`src/rtl/burst_stats_pkg.sv`:
```
// burst_stats_pkg: shared widths, flag indices, FSM states and result record layout
package burst_stats_pkg;
  localparam int DWID = 20;
  localparam int SWID = 32;
  localparam int CWID = 16;
  localparam int FLAG_SAT = 0;
  localparam int FLAG_CNT = 1;
  typedef enum logic {IDLE, ACCUM} state_t;
  typedef struct packed {
    logic [SWID-1:0] sum;
    logic [CWID-1:0] count;
    logic [DWID-1:0] min;
    logic [DWID-1:0] max;
    logic [1:0]      flags;
  } stats_rec_t;
  localparam int REC_W = $bits(stats_rec_t);
endpackage

```
`src/rtl/burst_stats_fifo.sv`:
```
// burst_stats_fifo: small record FIFO; a push into a full FIFO succeeds when a pop happens the same cycle
module burst_stats_fifo #(
  parameter int W     = 90,
  parameter int DEPTH = 4
) (
  input  logic         sys_clk,
  input  logic         rst_n,
  input  logic         softreset,
  input  logic         push,
  input  logic [W-1:0] wdata,
  input  logic         pop,
  output logic [W-1:0] rdata,
  output logic         full,
  output logic         empty
);
  localparam int AW = $clog2(DEPTH);
  logic [W-1:0] r_mem [DEPTH];
  logic [AW:0]  r_wp, r_rp;
  logic         w_pop, w_push;
  assign empty  = r_wp == r_rp;
  assign full   = (r_wp[AW] != r_rp[AW]) && (r_wp[AW-1:0] == r_rp[AW-1:0]);
  assign w_pop  = pop & ~empty;
  assign w_push = push & (~full | w_pop);
  // head reads as zero when empty so the outputs stay clean after reset
  assign rdata  = empty ? '0 : r_mem[r_rp[AW-1:0]];
  always_ff @(posedge sys_clk or negedge rst_n)
    if (!rst_n) begin
      r_wp <= '0;
      r_rp <= '0;
    end else if (softreset) begin
      r_wp <= '0;
      r_rp <= '0;
    end else begin
      r_wp <= r_wp + {{AW{1'b0}}, w_push};
      r_rp <= r_rp + {{AW{1'b0}}, w_pop};
    end
  always_ff @(posedge sys_clk)
    if (w_push && !softreset) r_mem[r_wp[AW-1:0]] <= wdata;
endmodule

```
`src/rtl/burst_stats_accum.sv`:
```
// burst_stats_accum: per-burst sum/count/min/max of a non-stallable sample stream, buffered in a result FIFO
module burst_stats_accum #(
  parameter int DWID  = burst_stats_pkg::DWID,
  parameter int SWID  = burst_stats_pkg::SWID,
  parameter int CWID  = burst_stats_pkg::CWID,
  parameter int DEPTH = 4
) (
  input  logic            sys_clk,
  input  logic            rst_n,
  input  logic            vldin,
  input  logic [DWID-1:0] din,
  input  logic            lastin,
  input  logic            softreset,
  output logic            out_valid,
  input  logic            out_ready,
  output logic [SWID-1:0] out_sum,
  output logic [CWID-1:0] out_count,
  output logic [DWID-1:0] out_min,
  output logic [DWID-1:0] out_max,
  output logic [1:0]      out_flags,
  output logic            busy,
  output logic [15:0]     drop_count
);
  import burst_stats_pkg::*;
  localparam int RW = SWID + CWID + 2*DWID + 2;
  state_t          r_state, w_next;
  logic [SWID-1:0] r_sum, w_sum_n, w_rec_sum;
  logic [CWID-1:0] r_count, w_count_n, w_rec_count;
  logic [DWID-1:0] r_min, r_max, w_min_n, w_max_n, w_rec_min, w_rec_max;
  logic [1:0]      r_flags, w_flags_n, w_rec_flags;
  logic [15:0]     r_drop;
  logic [SWID:0]   w_add;
  logic            w_first, w_cnt_max, w_push, w_pop, w_full, w_empty;
  logic [RW-1:0]   w_rdata;
  assign w_first   = r_state == IDLE;
  assign w_add     = {1'b0, r_sum} + (SWID+1)'(din);
  assign w_cnt_max = &r_count;
  assign w_sum_n   = w_add[SWID] ? '1 : w_add[SWID-1:0];
  assign w_count_n = w_cnt_max ? r_count : r_count + 1'b1;
  assign w_min_n   = din < r_min ? din : r_min;
  assign w_max_n   = din > r_max ? din : r_max;
  always_comb begin
    w_flags_n = r_flags;
    w_flags_n[FLAG_SAT] = r_flags[FLAG_SAT] | w_add[SWID];
    w_flags_n[FLAG_CNT] = r_flags[FLAG_CNT] | w_cnt_max;
  end
  // in IDLE the beat starts a fresh burst, otherwise it folds into the running stats
  assign w_rec_sum   = w_first ? SWID'(din) : w_sum_n;
  assign w_rec_count = w_first ? CWID'(1)   : w_count_n;
  assign w_rec_min   = w_first ? din        : w_min_n;
  assign w_rec_max   = w_first ? din        : w_max_n;
  assign w_rec_flags = w_first ? 2'b00      : w_flags_n;
  always_comb begin
    w_next = r_state;
    if (softreset) w_next = IDLE;
    else if (vldin) w_next = lastin ? IDLE : ACCUM;
  end
  always_ff @(posedge sys_clk or negedge rst_n)
    if (!rst_n) r_state <= IDLE;
    else r_state <= w_next;
  always_ff @(posedge sys_clk or negedge rst_n)
    if (!rst_n) begin
      r_sum   <= '0;
      r_count <= '0;
      r_min   <= '0;
      r_max   <= '0;
      r_flags <= '0;
    end else if (softreset) begin
      r_sum   <= '0;
      r_count <= '0;
      r_min   <= '0;
      r_max   <= '0;
      r_flags <= '0;
    end else if (vldin) begin
      r_sum   <= w_rec_sum;
      r_count <= w_rec_count;
      r_min   <= w_rec_min;
      r_max   <= w_rec_max;
      r_flags <= w_rec_flags;
    end
  assign w_push = vldin & lastin & ~softreset;
  assign w_pop  = out_valid & out_ready;
  always_ff @(posedge sys_clk or negedge rst_n)
    if (!rst_n) r_drop <= '0;
    else if (softreset) r_drop <= '0;
    else if (w_push && w_full && !w_pop && !(&r_drop)) r_drop <= r_drop + 16'd1;
  burst_stats_fifo #(.W(RW), .DEPTH(DEPTH)) u_fifo (
    .sys_clk  (sys_clk),
    .rst_n    (rst_n),
    .softreset(softreset),
    .push     (w_push),
    .wdata    ({w_rec_sum, w_rec_count, w_rec_min, w_rec_max, w_rec_flags}),
    .pop      (w_pop),
    .rdata    (w_rdata),
    .full     (w_full),
    .empty    (w_empty)
  );
  assign out_valid = ~w_empty;
  assign {out_sum, out_count, out_min, out_max, out_flags} = w_rdata;
  assign busy       = r_state == ACCUM;
  assign drop_count = r_drop;
endmodule

```
`config.mk`:
```
export PLATFORM = sky130hd
export DESIGN_NAME = burst_stats_accum
export DESIGN_NICKNAME = d
export VERILOG_FILES = /design/src/rtl/burst_stats_pkg.sv /design/src/rtl/burst_stats_fifo.sv /design/src/rtl/burst_stats_accum.sv
export SDC_FILE = /design/constraint.sdc
export NUM_CORES = 1
export LEC_CHECK = 0
export ABC_CLOCK_PERIOD_IN_PS = 12500
export CAP_MARGIN = 0
export CORE_UTILIZATION = 50
export CTS_BUF_LIST = sky130_fd_sc_hd__clkbuf_4
export DETAILED_ROUTE_END_ITERATION = 8
export PLACE_DENSITY = 0.7
export SYNTH_ARGS = -nofsm -noshare
export SYNTH_HDL_FRONTEND = slang
export SYNTH_SLANG_ARGS = --single-unit
export TNS_END_PERCENT = 1
```
`constraint.sdc`:
```
create_clock -name sys_clk -period 12.5 [get_ports sys_clk]
set_clock_uncertainty 0.15 [all_clocks]
set_input_delay 1.875 -clock sys_clk [delete_from_list [all_inputs] [get_ports sys_clk]]
set_output_delay 1.875 -clock sys_clk [all_outputs]
set_load 0.01 [all_outputs]
```
==> flow_metrics.tcl, run 1 <==
set metrics [dict create \
    run_status "finished clean" \
    ios 134 \
    cts_tree "done" \
    slew_headroom 0.145 \
    tns_ns 0 \
    antenna_found_initial 2 \
    async_reset_ff_frac 0.239 \
    grt.total_usage 0.238 \
    viasPerCell 5.73 \
    dp_hpwl_mm 33.3 \
    power.leakage_nw 9.44 \
    rows 77 \
    grt_pass1_vias 14600 \
    synthCells 1608 \
    synth_common_cells "360 x edfxtp_1, 113 x dfrtp_1, 103 x nor2_1" \
    p_clk_frac 0.381 \
    max_stage_delay_ns 0.79 \
    drt_pass1_iterations 5 \
    synth_top_area_cell "edfxtp_1" \
    yosysSeqAreaShare 0.608 \
    p_per_area_nw_per_um2 137 \
    tightest_slew_ns 1.28 \
    vias 14300 \
    cp-end-kind "primary output" \
    clkLatencyLatePin_ns 0.90 \
    clock_path_buffers 3 \
    min_period_over_period 0.460 \
    grt_pass1_wl_mm 81.7 \
    worstPathArrival_ns 3.72 \
    drt-met1-wl_mm 23.6 \
    avgSynthCellArea_um2 13.9 \
    die_area_um2 45700 \
    holdBufCountCts 0 \
    cts_htree_levels 3 \
    syn-cell-area_um2 22400 \
    path_max_fanout 58 \
    vdd_drop_max_uv 73.2 \
    die_w_um 214 \
    synth_area_leaders "edfxtp_1 48%, dfrtp_1 13%, mux4_2 9.0%, ha_1 3.6%, nor2b_1 2.7%" \
    coreArea_um2 44200 \
    grt_max_degree 104 \
    cts_resized 0 \
    crit_required_ns 10.47 \
    dr_wl_met3_mm 2.85 \
    top_layer_used "met4" \
    final_util 0.589 \
    synth_ff_type "edfxtp_1" \
    cts_setup_buffers 0 \
    netlist.area_leader.share 0.482 \
    drive_above_1_share 0.200 \
    synthMostInstantiatedCell "edfxtp_1" \
    post-place-cells 2273 \
    power_switching_mw 0.890 \
    hold_violations 0 \
    power_frac_seq 0.490 \
    hp-class "flop to flop" \
    worst-setup-path-type "flop to primary output" \
    overflow 0 \
    fin_nets 1892 \
    cts_made_buffers 117 \
    p_int_mw 2.67 \
    synth_cell_type_count 68 \
    fmax_mhz 174 \
    wl_per_cell_um 21.0 \
    ys_warn_count 0 \
    finalSetupViolCount 0 \
    min_period_ns 5.75 \
    clkSlewWorstSetupHoldPaths_ns 0.07 \
    wl_mm 52.4 \
    layout.cells.non_filler 2494 \
    drt_iter0_drc 1316 \
    worst_path_max_delay_cell "dfrtp_4" \
    fillers 3524 \
    syn_nets 1700 \
    slew_violations 0 \
    initial_core_util 0.507 \
    cts_sinks 473 \
    drtAntennaViolNets 0 \
    routabilityCongestion 0.980 \
    io_buffers 133 \
    die-height_um 214 \
    drc 0 \
    areaGrowthSynthToFinish_pct 16.1 \
    cp_cell_sequence "buf_4 -> mux4_2 -> nor2b_1 -> clkdlybuf4s50_1" \
    rsz0062_at_grt "no" \
    startpoint_type "flop" \
    wl_met2_mm 25.0 \
    total_power_mw 3.56 \
    cts_root_buffer "clkbuf_4" \
    switching_share 0.250 \
    comb_power_share 0.129 \
    drv_cap 0 \
    worst_hold_slack_ns 0.368 \
    synth_seq_cells 473 \
    synth_edf_count 360 \
]
[routing by layer]
| metal | GRT usage | up-vias |
|---|---|---|
| met3 | 0.0467 | 64 |
| met1 | 0.329 | 7193 |
| li1 | - | 6597 |
| met2 | 0.378 | 430 |
| met4 | 0.0833 | 0 |
| met5 | 0 | - |
[layout by cell type, fill, tap and decap left out, types with 23 or more instances in the layout]
cell,count
a21oi_1,69
mux4_2,90
clkbuf_4,181
nand2b_1,67
mux2i_1,47
clkinv_1,23
mux2_2,40
nand2_1,72
edfxtp_1,360
nor2b_1,97
nand4_1,29
buf_4,27
o21ai_0,44
inv_1,53
nor2_1,102
dfrtp_1,110
ha_1,65
clkdlybuf4s50_1,131
a21o_1,24
[sequential cells by signal, indices dropped and copies added, names as in the netlist]
register / cells
r_flags: 2
busy: 1
r_max: 20
r_min: 20
r_sum: 32
u_fifo.r_wp: 3
u_fifo.r_mem: 360
r_count: 16
u_fifo.r_rp: 3
drop_count: 16
[worst max-delay path: cells and delay by family, from the launching register on]
kind	cells	cell delay [ns]
muxes	1	0.36
buffers and inverters	2	1.35
and+or+nand+nor	1	0.24
DFF	1	0.79
[cells by family after synthesis]
family / synth area share
AO/OA/AOI/OAI: 0.0740
XOR/XNOR: 0.0156
adder cells (fa/ha/maj): 0.0372
buffers and inverters: 0.0247
flip-flops: 0.608
multiplexers: 0.132
AND/OR/NAND/NOR: 0.109
[final timing paths]
path / startpoint / end / slack, ns / cells after the start
max: u_fifo.r_rp[1]$_DFF_PN0_ / out_sum[0] / 6.75 / 4
min: r_sum[15]$_DFFE_PN0P_ / r_sum[15]$_DFFE_PN0P_ / 0.37 / 2
max reg2reg: r_sum[18]$_DFFE_PN0P_ / u_fifo.r_mem[2][79]$_DFFE_PP_ / 8.50 / 8
min reg2reg: r_sum[15]$_DFFE_PN0P_ / r_sum[15]$_DFFE_PN0P_ / 0.37 / 2
max in group asynchronous: rst_n / u_fifo.r_rp[0]$_DFF_PN0_ / 9.84 / 2
min in group asynchronous: rst_n / r_min[14]$_DFFE_PN0P_ / 0.91 / 1
[power groups by stage]
stage                     Clock, mW  Combinational (mW)  Sequential (mW)
after floorplan                   0               0.288             1.77
after global placement            0               0.455             1.78
after detailed placement          0               0.459             1.78
after CTS                      1.39               0.462             1.75
after global routing           1.48               0.501             1.75
final                          1.36               0.458             1.75
[through the flow]
step           area (um^2)  setup slack (ns)
5_1_grt              26000              6.52
3_5_place_dp         24400              6.36
4_1_cts              26000              6.57
6_report             26000              6.75
3_3_place_gp         24400              6.44
2_1_floorplan        22400             0.703
[cell type report]
type	instances	area, um^2	share of cell area
repair buffers	159	1520	0.0584
well taps	592	741	0.0285
diodes	1	2.50	0.0000961
inverters	54	203	0.00779
multi-input cells	995	8280	0.318
flip-flops and latches	473	13600	0.524
clock inverters	39	277	0.0106
clock buffers	181	1360	0.0522
(Power assumes the default switching activity.)
==> run 2, diff against run 1 <==
- ABC_CLOCK_PERIOD_IN_PS: 12500 -> 4750
- PLACE_DENSITY: 0.7 -> 0.73
- clock period: 12.5 -> 4.75 ns (I/O delays scaled with it)
==> run 2 against run 1 <==
Against the previous run: setup slack got worse by 6.3 ns; count of clock-buffer cells in the layout shrank 5; final area increased by 1.1%; first-iteration DRC count fell by 18%; via count rose by 1.7%; non-clock buffer count rose by 29.
==> flow_metrics.tcl, run 2 (synthesis results as in run 1) <==
set metrics [dict create \
    cp-end-kind "primary output" \
    largest_reg_flops 360 \
    total_power_mw 9.39 \
    drv_cap 0 \
    vdd_drop_max_uv 238 \
    drc 0 \
    slew_headroom 0.257 \
    r2r_cells 7 \
    cts_tree "done" \
    path_depth 6 \
    fillers 3491 \
    startpoint_type "flop" \
    worst-setup-path-type "flop to primary output" \
    ios 134 \
    power.leakage_nw 9.55 \
    dp_hpwl_mm 34.4 \
    timing.critical_path.buf_inv 3 \
    rsz0062_at_grt "no" \
    cp_cell_sequence "xor2_1 -> nor3b_2 -> buf_4 -> buf_4 -> nor2b_1 -> clkdlybuf4s50_1" \
    clkLatencyLatePin_ns 0.88 \
    wl_per_cell_um 21.4 \
    routabilityCongestion 0.859 \
    clkSlewWorstSetupHoldPaths_ns 0.07 \
    fmax_mhz 234 \
    fin_nets 1921 \
    finalSetupViolCount 0 \
    r2r-end "u_fifo.r_mem[3][87]$_DFFE_PP_" \
    worst_hold_slack_ns 0.0864 \
    tightest_slew_ns 1.10 \
    final_cell_mix "360 x edfxtp_1, 176 x clkbuf_4, 131 x clkdlybuf4s50_1" \
    vias 14500 \
    cts_htree_levels 3 \
    path_max_fanout 32 \
    grt_pass1_vias 15000 \
    startpoint "u_fifo.r_rp[1]$_DFF_PN0_" \
    crit_required_ns 3.89 \
    final_common_cell "edfxtp_1" \
    overflow 0 \
    areaGrowthSynthToFinish_pct 17.3 \
    min_period_ns 4.27 \
    p_per_area_nw_per_um2 357 \
    reg2reg_slack_ns 1.10 \
    min_period_over_period 0.898 \
    clock_path_buffers 3 \
    coreArea_um2 44200 \
    grt.total_usage 0.245 \
    path_common_cell "buf_4" \
    die-height_um 214 \
    hp-class "primary input to flop" \
    initial_core_util 0.507 \
    die_w_um 214 \
    drive_above_1_share 0.208 \
    slew_violations 0 \
    antenna_found_initial 3 \
    cts_sinks 473 \
    max_stage_delay_ns 0.65 \
    worst_path_max_delay_cell "dfrtp_4" \
    viasPerCell 5.76 \
    grt_pass1_wl_mm 84.2 \
    run_status "finished clean" \
    critPathCapture "out_min[1]" \
    worstPathArrival_ns 3.40 \
    critPathTopFamily "buffers and inverters" \
    drt_pass1_iterations 5 \
    hold_violations 0 \
    io_buffers 133 \
    cts_made_buffers 117 \
    drtAntennaViolNets 0 \
    grt_max_degree 95 \
    cts_root_buffer "clkbuf_4" \
    drt_iter0_drc 1073 \
    die_area_um2 45700 \
    wl_mm 54.0 \
    rows 77 \
    reg2reg_from "r_sum[20]$_DFFE_PN0P_" \
    tns_ns 0 \
]
[run 2: metrics by stage]
step / std cells / cell area (um^2) / setup slack [ns] / util
3_3_place_gp: 2301 / 24700 / 0.467 / 0.558
6_report: 2521 / 26300 / 0.484 / 0.595
2_1_floorplan: 1608 / 22400 / -1.09 / -
4_1_cts: 2519 / 26300 / 0.297 / 0.595
3_5_place_dp: 2301 / 24700 / 0.387 / 0.558
5_1_grt: 2521 / 26300 / 0.234 / 0.595
[run 2: worst reg2reg max path, delay by kind of cell, from the launching register on]
family          cells  cell delay, ns
simple gates        6            2.18
flops               1            0.52
compound gates      1            0.52
[run 2: power breakdown]
| part | leakage [nW] | total (mW) | switching [mW] | internal, mW |
|---|---|---|---|---|
| clock | 0.932 | 3.56 | 1.65 | 1.91 |
| sequential | 4.90 | 4.58 | 0.0476 | 4.54 |
| combinational | 3.72 | 1.25 | 0.694 | 0.556 |
[run 2: layout make-up]
class                           count  area, um^2  share of cell area
Sequential cell                   473       13600               0.519
Multi-Input combinational cell    995        8290               0.315
Timing Repair Buffer              188        1810              0.0690
Clock buffer                      176        1320              0.0502
Tap cell                          592         741              0.0282
Clock inverter                     41         280              0.0107
Inverter                           54         203             0.00771
Antenna cell                        2        5.00            0.000190
[run 2: worst min path at each step]
stage | from | to | depth (start not counted)
global route | softreset | r_flags[1]$_DFFE_PN0P_ | 2
finish | softreset | r_flags[1]$_DFFE_PN0P_ | 2
floorplan | rst_n | busy$_DFFE_PN0P_ | 0
global placement | r_sum[14]$_DFFE_PN0P_ | r_sum[14]$_DFFE_PN0P_ | 2
detailed placement | r_sum[14]$_DFFE_PN0P_ | r_sum[14]$_DFFE_PN0P_ | 2
CTS | softreset | r_flags[1]$_DFFE_PN0P_ | 2
[run 2: per-layer routing]
| metal | GRT usage | up-vias | part of all wire |
|---|---|---|---|
| met5 | 0 | - | 0 |
| met4 | 0.0840 | 0 | 0.019 |
| met3 | 0.0491 | 63 | 0.061 |
| met2 | 0.389 | 476 | 0.48 |
| met1 | 0.339 | 7344 | 0.44 |
| li1 | - | 6646 | - |
[run 2: repair_timing]
| item | in CTS | in global routing |
|---|---|---|
| hold endpoints to repair | 48 | 0 |
| resized for setup | 0 | 0 |
| buffers inserted | 0 | 0 |
| hold buffers | 1 | 0 |
| setup endpoints to repair | 0 | 0 |
